[src/rtl/instr_fetch_unit_pkg.sv]
// Shared core definitions for the fetch stage and the IR/decode logic:
// fetch FSM state encoding, PC stepping, reset PC default and the
// instruction field positions.
package instr_fetch_unit_pkg;

   // Fetch FSM states
   typedef enum logic [1:0] {
      ST_IDLE = 2'd0,
      ST_REQ  = 2'd1,
      ST_DONE = 2'd2
   } fetch_state_e;

   // Sequential instruction stride in bytes
   localparam logic [31:0] PC_STEP          = 32'd4;

   // Default PC value after reset (word aligned)
   localparam logic [31:0] DEFAULT_RESET_PC = 32'h0000_0000;

   // Instruction field positions. Register/immediate/jump fields overlap
   // because the formats share bit ranges; decode picks by opcode.
   localparam int OPC_MSB  = 31;
   localparam int OPC_LSB  = 26;
   localparam int RS1_MSB  = 25;
   localparam int RS1_LSB  = 22;
   localparam int RS2_MSB  = 21;
   localparam int RS2_LSB  = 18;
   localparam int RD_MSB   = 17;
   localparam int RD_LSB   = 14;
   localparam int IMM_MSB  = 15;
   localparam int IMM_LSB  = 0;
   localparam int JOFF_MSB = 25;
   localparam int JOFF_LSB = 0;
   localparam int MODE_MSB = 1;
   localparam int MODE_LSB = 0;

   // Force a byte address onto a word boundary
   function automatic logic [31:0] align_pc(input logic [31:0] addr);
      return addr & ~32'd3;
   endfunction

endpackage

[src/rtl/instr_fetch_unit.sv]
// Fetch stage: holds the PC, runs a req/ack read against instruction
// memory and presents one instruction word per fetch to the IR.
// Handshake: imem_req rises in the first REQ cycle and, together with
// imem_addr, is held stable until the cycle in which imem_ack is sampled
// high (transfer completes at that edge) or until the wait bound expires.
module instr_fetch_unit
   import instr_fetch_unit_pkg::*;
#(
   parameter logic [31:0] RESET_PC = DEFAULT_RESET_PC,
   parameter int unsigned TIMEOUT  = 15
) (
   input  logic        clk,
   input  logic        rst_n,
   input  logic        fetch_start,
   input  logic        pc_load,
   input  logic [31:0] pc_target,
   output logic        imem_req,
   output logic [31:0] imem_addr,
   input  logic        imem_ack,
   input  logic [31:0] imem_rdata,
   output logic [31:0] inst,
   output logic [31:0] inst_pc,
   output logic        inst_valid,
   output logic [31:0] pc,
   output logic        busy,
   output logic        fetch_err
);

   // Wait counter wide enough for TIMEOUT-1; one bit when the bound is off
   localparam int unsigned      CNT_W    = (TIMEOUT == 0) ? 1 : $clog2(TIMEOUT + 1);
   localparam logic [CNT_W-1:0] CNT_LAST = (TIMEOUT == 0) ? '0 : CNT_W'(TIMEOUT - 1);

   fetch_state_e     state_q,      state_d;
   logic [31:0]      pc_q,         pc_d;
   logic [31:0]      inst_q,       inst_d;
   logic [31:0]      inst_pc_q,    inst_pc_d;
   logic [CNT_W-1:0] cnt_q,        cnt_d;
   logic             imem_req_q,   imem_req_d;
   logic             inst_valid_q, inst_valid_d;
   logic             fetch_err_q,  fetch_err_d;
   logic             busy_q,       busy_d;
   logic             timeout_hit;

   // Next-state, datapath and registered-output computation
   always_comb begin
      state_d     = state_q;
      pc_d        = pc_q;
      inst_d      = inst_q;
      inst_pc_d   = inst_pc_q;
      cnt_d       = cnt_q;
      fetch_err_d = 1'b0;
      timeout_hit = (TIMEOUT != 0) && (cnt_q == CNT_LAST);

      case (state_q)
         ST_IDLE: begin
            // A load in the same cycle as a start redirects this fetch
            if (pc_load) begin
               pc_d = align_pc(pc_target);
            end
            if (fetch_start) begin
               state_d = ST_REQ;
               cnt_d   = '0;
            end
         end
         ST_REQ: begin
            // Ack beats a simultaneous timeout
            if (imem_ack) begin
               inst_d    = imem_rdata;
               inst_pc_d = pc_q;
               pc_d      = pc_q + PC_STEP;
               state_d   = ST_DONE;
            end else if (timeout_hit) begin
               fetch_err_d = 1'b1;
               cnt_d       = '0;
               state_d     = ST_IDLE;
            end else begin
               cnt_d = cnt_q + CNT_W'(1);
            end
         end
         ST_DONE: begin
            state_d = ST_IDLE;
         end
         default: begin
            state_d = ST_IDLE;
         end
      endcase

      imem_req_d   = (state_d == ST_REQ);
      inst_valid_d = (state_d == ST_DONE);
      busy_d       = (state_d != ST_IDLE);
   end

   // FSM state, datapath and output registers; reset clears imem_req at once
   always_ff @(posedge clk or negedge rst_n) begin
      if (!rst_n) begin
         state_q      <= ST_IDLE;
         pc_q         <= RESET_PC;
         inst_q       <= '0;
         inst_pc_q    <= '0;
         cnt_q        <= '0;
         imem_req_q   <= 1'b0;
         inst_valid_q <= 1'b0;
         fetch_err_q  <= 1'b0;
         busy_q       <= 1'b0;
      end else begin
         state_q      <= state_d;
         pc_q         <= pc_d;
         inst_q       <= inst_d;
         inst_pc_q    <= inst_pc_d;
         cnt_q        <= cnt_d;
         imem_req_q   <= imem_req_d;
         inst_valid_q <= inst_valid_d;
         fetch_err_q  <= fetch_err_d;
         busy_q       <= busy_d;
      end
   end

   assign imem_req   = imem_req_q;
   assign imem_addr  = pc_q;
   assign pc         = pc_q;
   assign inst       = inst_q;
   assign inst_pc    = inst_pc_q;
   assign inst_valid = inst_valid_q;
   assign fetch_err  = fetch_err_q;
   assign busy       = busy_q;

endmodule

[config.mk]
export PLATFORM = sky130hd
export DESIGN_NAME = instr_fetch_unit
export DESIGN_NICKNAME = d
export VERILOG_FILES = /design/src/rtl/instr_fetch_unit_pkg.sv /design/src/rtl/instr_fetch_unit.sv
export SDC_FILE = /design/constraint.sdc
export NUM_CORES = 1
export LEC_CHECK = 0
export CAP_MARGIN = 0
export CORE_MARGIN = 10
export CORE_UTILIZATION = 44
export CTS_CLUSTER_SIZE = 30
export DETAILED_ROUTE_END_ITERATION = 12
export GPL_ROUTABILITY_DRIVEN = 0
export HOLD_SLACK_MARGIN = 0.15
export PLACE_DENSITY_LB_ADDON = 0.08
export SYNTH_ARGS = -nofsm -noshare
export SYNTH_HDL_FRONTEND = slang
export SYNTH_SLANG_ARGS = --single-unit
[constraint.sdc]
create_clock -name clk -period 2.5 [get_ports clk]
set_input_delay 0.5 -clock clk [delete_from_list [all_inputs] [get_ports clk]]
set_output_delay 0.5 -clock clk [all_outputs]
set_load 0.02 [all_outputs]
# ---- Word level (Yosys, flattened, before mapping)
# Cells that the tools add are included.
# W data, S select, Z words.
dict set report classes {
  n_reduce_logical 6
  add_sub_neg 2
  n_mux 14
  eq_ne 8
}
# cell count
set op_table {}
lappend op_table {{$mux W32} 2}
lappend op_table {{$pmux W32 S2} 1}
lappend op_table {{$add A32 B3 Y32 const B} 1}
lappend op_table {{$mux W4} 3}
lappend op_table {{$ne A2 B2 Y1 const B} 4}
lappend op_table {{$pmux W4 S2} 1}
lappend op_table {{$mux W2} 3}
lappend op_table {{$reduce_and A3 Y1} 2}
lappend op_table {{$add A4 B1 Y4 const B} 1}
lappend op_table {{$eq A2 B1 Y1 const B} 2}
lappend op_table {{$eq A4 B4 Y1 const B} 1}
lappend op_table {{$pmux W2 S2} 1}
lappend op_table {{$reduce_bool A2 Y1} 2}
lappend op_table {{$mux W1} 3}
lappend op_table {{$eq A2 B2 Y1 const B} 1}
lappend op_table {{$logic_not A2 Y1} 1}
lappend op_table {{$reduce_and A2 Y1} 1}
dict set report totals {
  wordCells 39
  in_bits 69
  reg_bits 106
  output_inout_bits 132
}

# ---- Depth between registers and ports, before layout
dict set report logic_depth {
  ltp_word 5
  ltp_mapped 7
  depth_no_buf 7
}

# ---- Worst setup path after synthesis
# OpenSTA, ideal clock, no wires.
dict set report synth_timing {
  kind {register -> register}
  from {reg pc_q[10], in the netlist imem_addr[10]}
  to {reg pc_q[26], in the netlist imem_addr[26]}
  slack_ps 410
  setup_time_ps 69
  arrival_ps 2021
  path_stages_with_launch 7
  required_time_ps 2431
  n_path_buf 1
  cell_sequence {dfrtp_1 > buf_2 > nand4_2 > or4_4 > nor4_4 > mux2_1 > nand3_1}
}
dict set report synth_via {
  elab_chain_len 3
}
# item line
set synth_lines {}
lappend synth_lines {{start: declaration} instr_fetch_unit.sv:34} ;# logic [31:0] pc_q, pc_d;
lappend synth_lines {{start signal: assignment} instr_fetch_unit.sv:107} ;# pc_q <= pc_d;
lappend synth_lines {{$add A32 B3 Y32} instr_fetch_unit.sv:70} ;# pc_d = pc_q + PC_STEP;
lappend synth_lines {{$mux W32} instr_fetch_unit.sv:67} ;# if (imem_ack) begin
lappend synth_lines {{$pmux W32 S2} instr_fetch_unit.sv:54} ;# case (state_q)
# Every way passes these cells. The select of a mux whose other input is x is not followed.
# A chain may end at the register's enable or synchronous reset.

# ---- Worst setup path in the final report
dict set report layout_timing {
  from {reg pc_q[10], in the netlist imem_addr[10]}
  to {reg pc_q[29], in the netlist imem_addr[29]}
}
# The elaborated chain is that of the path after synthesis.

==> metrics.csv <==
metric,value,unit
fill count,940,
FP Rows,38,
largest family of logic cells by synthesized area,simple AND/OR/NAND/NOR gates,
Seq cells post-synth,102,
full die area,16000,um^2
Worst Skew,5.66,ps
CTS buffer count,9,
run status,completed,
Tcrit/Tclk final,86.6,%
Post-synth EDFFs,0,
synthesis-to-finish area growth,45.0,%
min cycle time layout,2170,ps
drt drc,0,
YS warnings,0,
WP buf/inv,0,
Slew @ Worst Pin,618,ps
max cap viols,0,
vias in the first global route,4675,
WP depth,5,
H-tree depth,3,
Max-slew headroom,58.4,%
"Arr. time, crit path",2440,ps
core area,10900,um^2
Die X-Extent,126,um
most used flip-flop cell after synthesis,dfrtp_1,
Max clock buf depth,2,
R2R Path End,imem_addr[29],
largest net degree at the start of global routing,42,
Final Hold Viols,0,
simple-gate share of the synthesized area,26.5,%
clock transition at the registers of the reported paths,70,ps
Area contributors post-synth,"dfrtp_1, nand2_1, buf_4",
"count leader, synth",nand2_1,
Post-synth ARST share,100,%
synthesized area,4980,um^2
top post-synthesis cells by count,"nand2_1, dfrtp_1, buf_4",
compound-gate portion of the synthesized area,11.6,%
drt wl/cell,17.7,um
Setup Viol. Count Final,0,
critical path's slowest cell,nor4_1,
most frequent CP cell,nand4_1,
CTS tree,yes,
first-pass GRT wire length,25300,um
Synth area leader,dfrtp_1,
Crit path max-delay family,simple AND/OR/NAND/NOR gates,
grt total ovfl,0,
GR Util All Layers,19.1,%
power per cell area,1390,nW/um^2
reg2reg path depth,5,
syn_area_per_cell,8.60,um^2
Routed Antenna Nets,0,
Crit path largest cell delay,610,ps
vias post-DR,4700,
DR pass1 iterations,4,
worst min path class,reg2reg,
Worst Setup SP,imem_addr[10],
Initial Util,45.5,%
"setup slack, reg-to-reg",330,ps
CP max FO,11,
cell count after synthesis,579,
RSZ-0062 raised after global routing,no,
Max rail drop VDD,694,uV
WL final,15700,um
crit-path cells,"nand4_2, nor4_1, nand4_1, or4_1, nand4_1",
via density per instance,5.31,
r2r startpoint,imem_addr[10],
CTS root buf,clkbuf_16,
Adder-Cell Fraction of Synth Area,0.754,%
Final Net Count,812,
Worst Setup End Kind,flop,
"Clk Latency, worst-skew pair",340,ps
required time worst endpoint,2780,ps
Crit Path Category,reg2reg,
Setup WS post-layout,335,ps
CTS sink cnt,102,
register area share after synthesis,51.3,%
post-synthesis mux area share,1.31,%
Post-Synth XOR/XNOR Area,0.176,%
crit path capture,imem_addr[29],
top-area cell type share of the netlist area,51.3,%
Max Fclk,462,MHz
Leak,3.23,nW
DRT iter0 DRCs,313,
worst slack at placement,330,ps
Antenna diodes,0,
"Distinct cells, synth",46,
Top Ports,201,
initial antenna violation count,0,
I/O Buffers,192,
placed wire-length estimate,11900,um
Die Y-Extent,126,um
number of buffers added for setup after CTS,0,
final setup TNS,0,ps
Worst setup SP type,flop,
layout cell share with drive strength beyond 1,6.44,%
Final Max Slew Viols,0,
-- cell type report --
| class | instances | area (um^2) | share of cell area [%] |
|---|---|---|---|
| multi-input combinational | 408 | 2040 | 28.3 |
| inverter | 5 | 18.8 | 0.260 |
| tap | 140 | 175 | 2.43 |
| sequential | 102 | 2550 | 35.4 |
| clock buffer | 11 | 233 | 3.23 |
| timing repair buffer | 214 | 2110 | 29.3 |
| clock inverter | 5 | 83.8 | 1.16 |
-- registers in the layout (all words and copies together), names as in the netlist --
signal      count
fetch_err       1
inst_pc        30
imem_addr      30
state_q         2
busy            1
inst_valid      1
cnt_q           4
inst           32
imem_req        1
-- cell families after synthesis --
kind of cell             count (synthesis)
AND/OR/NAND/NOR                        299
flip-flops                             102
AO/OA/AOI/OAI                           93
buffers and inverters                   74
multiplexers                             6
adder cells (fa/ha/maj)                  3
other                                    1
XOR/XNOR                                 1
-- power by group --
part           switching, mW  internal (mW)
logic                   2.89           2.45
clock network          0.620          0.881
registers              0.772           2.42
total                   4.29           5.75
-- layout by cell type, fill, tap and decap left out, drive strengths merged, types with 6 or more instances in the layout --
cell type      synthesis  layout
a211oi                 6       6
a21oi                 31      31
and3                   8       8
buf                   45      22
clkbuf                24      11
clkdlybuf4s50          0     191
conb                   1       6
dfrtp                102     102
nand2                206     206
nand3                 22      22
nand4                 12      12
nor2                  18      18
nor3                  11      11
o21ai                 22      22
o22a                   7       7
o22ai                  6       6
or3                    6       6
-- per-stage QoR --
stage	instances	hold WS (ps)	util (%)	total power [mW]	instance area (um^2)
global placement	868	457	63.0	8.47	6890
CTS	885	478	66.0	10.1	7220
global route	885	489	66.0	10.7	7220
floorplan	584	204	-	6.08	5000
detailed placement	868	461	63.0	8.61	6890
finish	885	473	66.0	10.0	7220
-- metal layers --
layer / up-vias / global-route usage, % / share of wire (%)
met1: 2261 / 23.1 / 41
met5: - / 0 / 0
met4: 0 / 6.30 / 1.5
met2: 182 / 31.8 / 49
met3: 16 / 5.87 / 8.5
li1: 2241 / - / -
-- what timing repair did --
action                                 CTS  global route
resized for setup                        0             0
hold buffers                             1             0
endpoints found under the hold margin   30             0
-- worst register-to-register path, delay by kind of cell (launching register included) --
family | cells | cell delay, ps
DFF | 1 | 540
and+or+nand+nor | 5 | 1560
-- how the worst min path moves through the flow --
stage | depth (start not counted) | endpoint | start | slack, ps
floorplan | 0 | busy | rst_n | 200
global placement | 1 | inst[0] | rst_n | 460
detailed placement | 2 | inst[9] | inst[9] | 460
CTS | 2 | inst_pc[19] | inst_pc[19] | 480
global route | 2 | inst[17] | inst[17] | 490
finish | 2 | inst[20] | inst[20] | 470
Note: power is estimated with default switching activity, not from simulation.
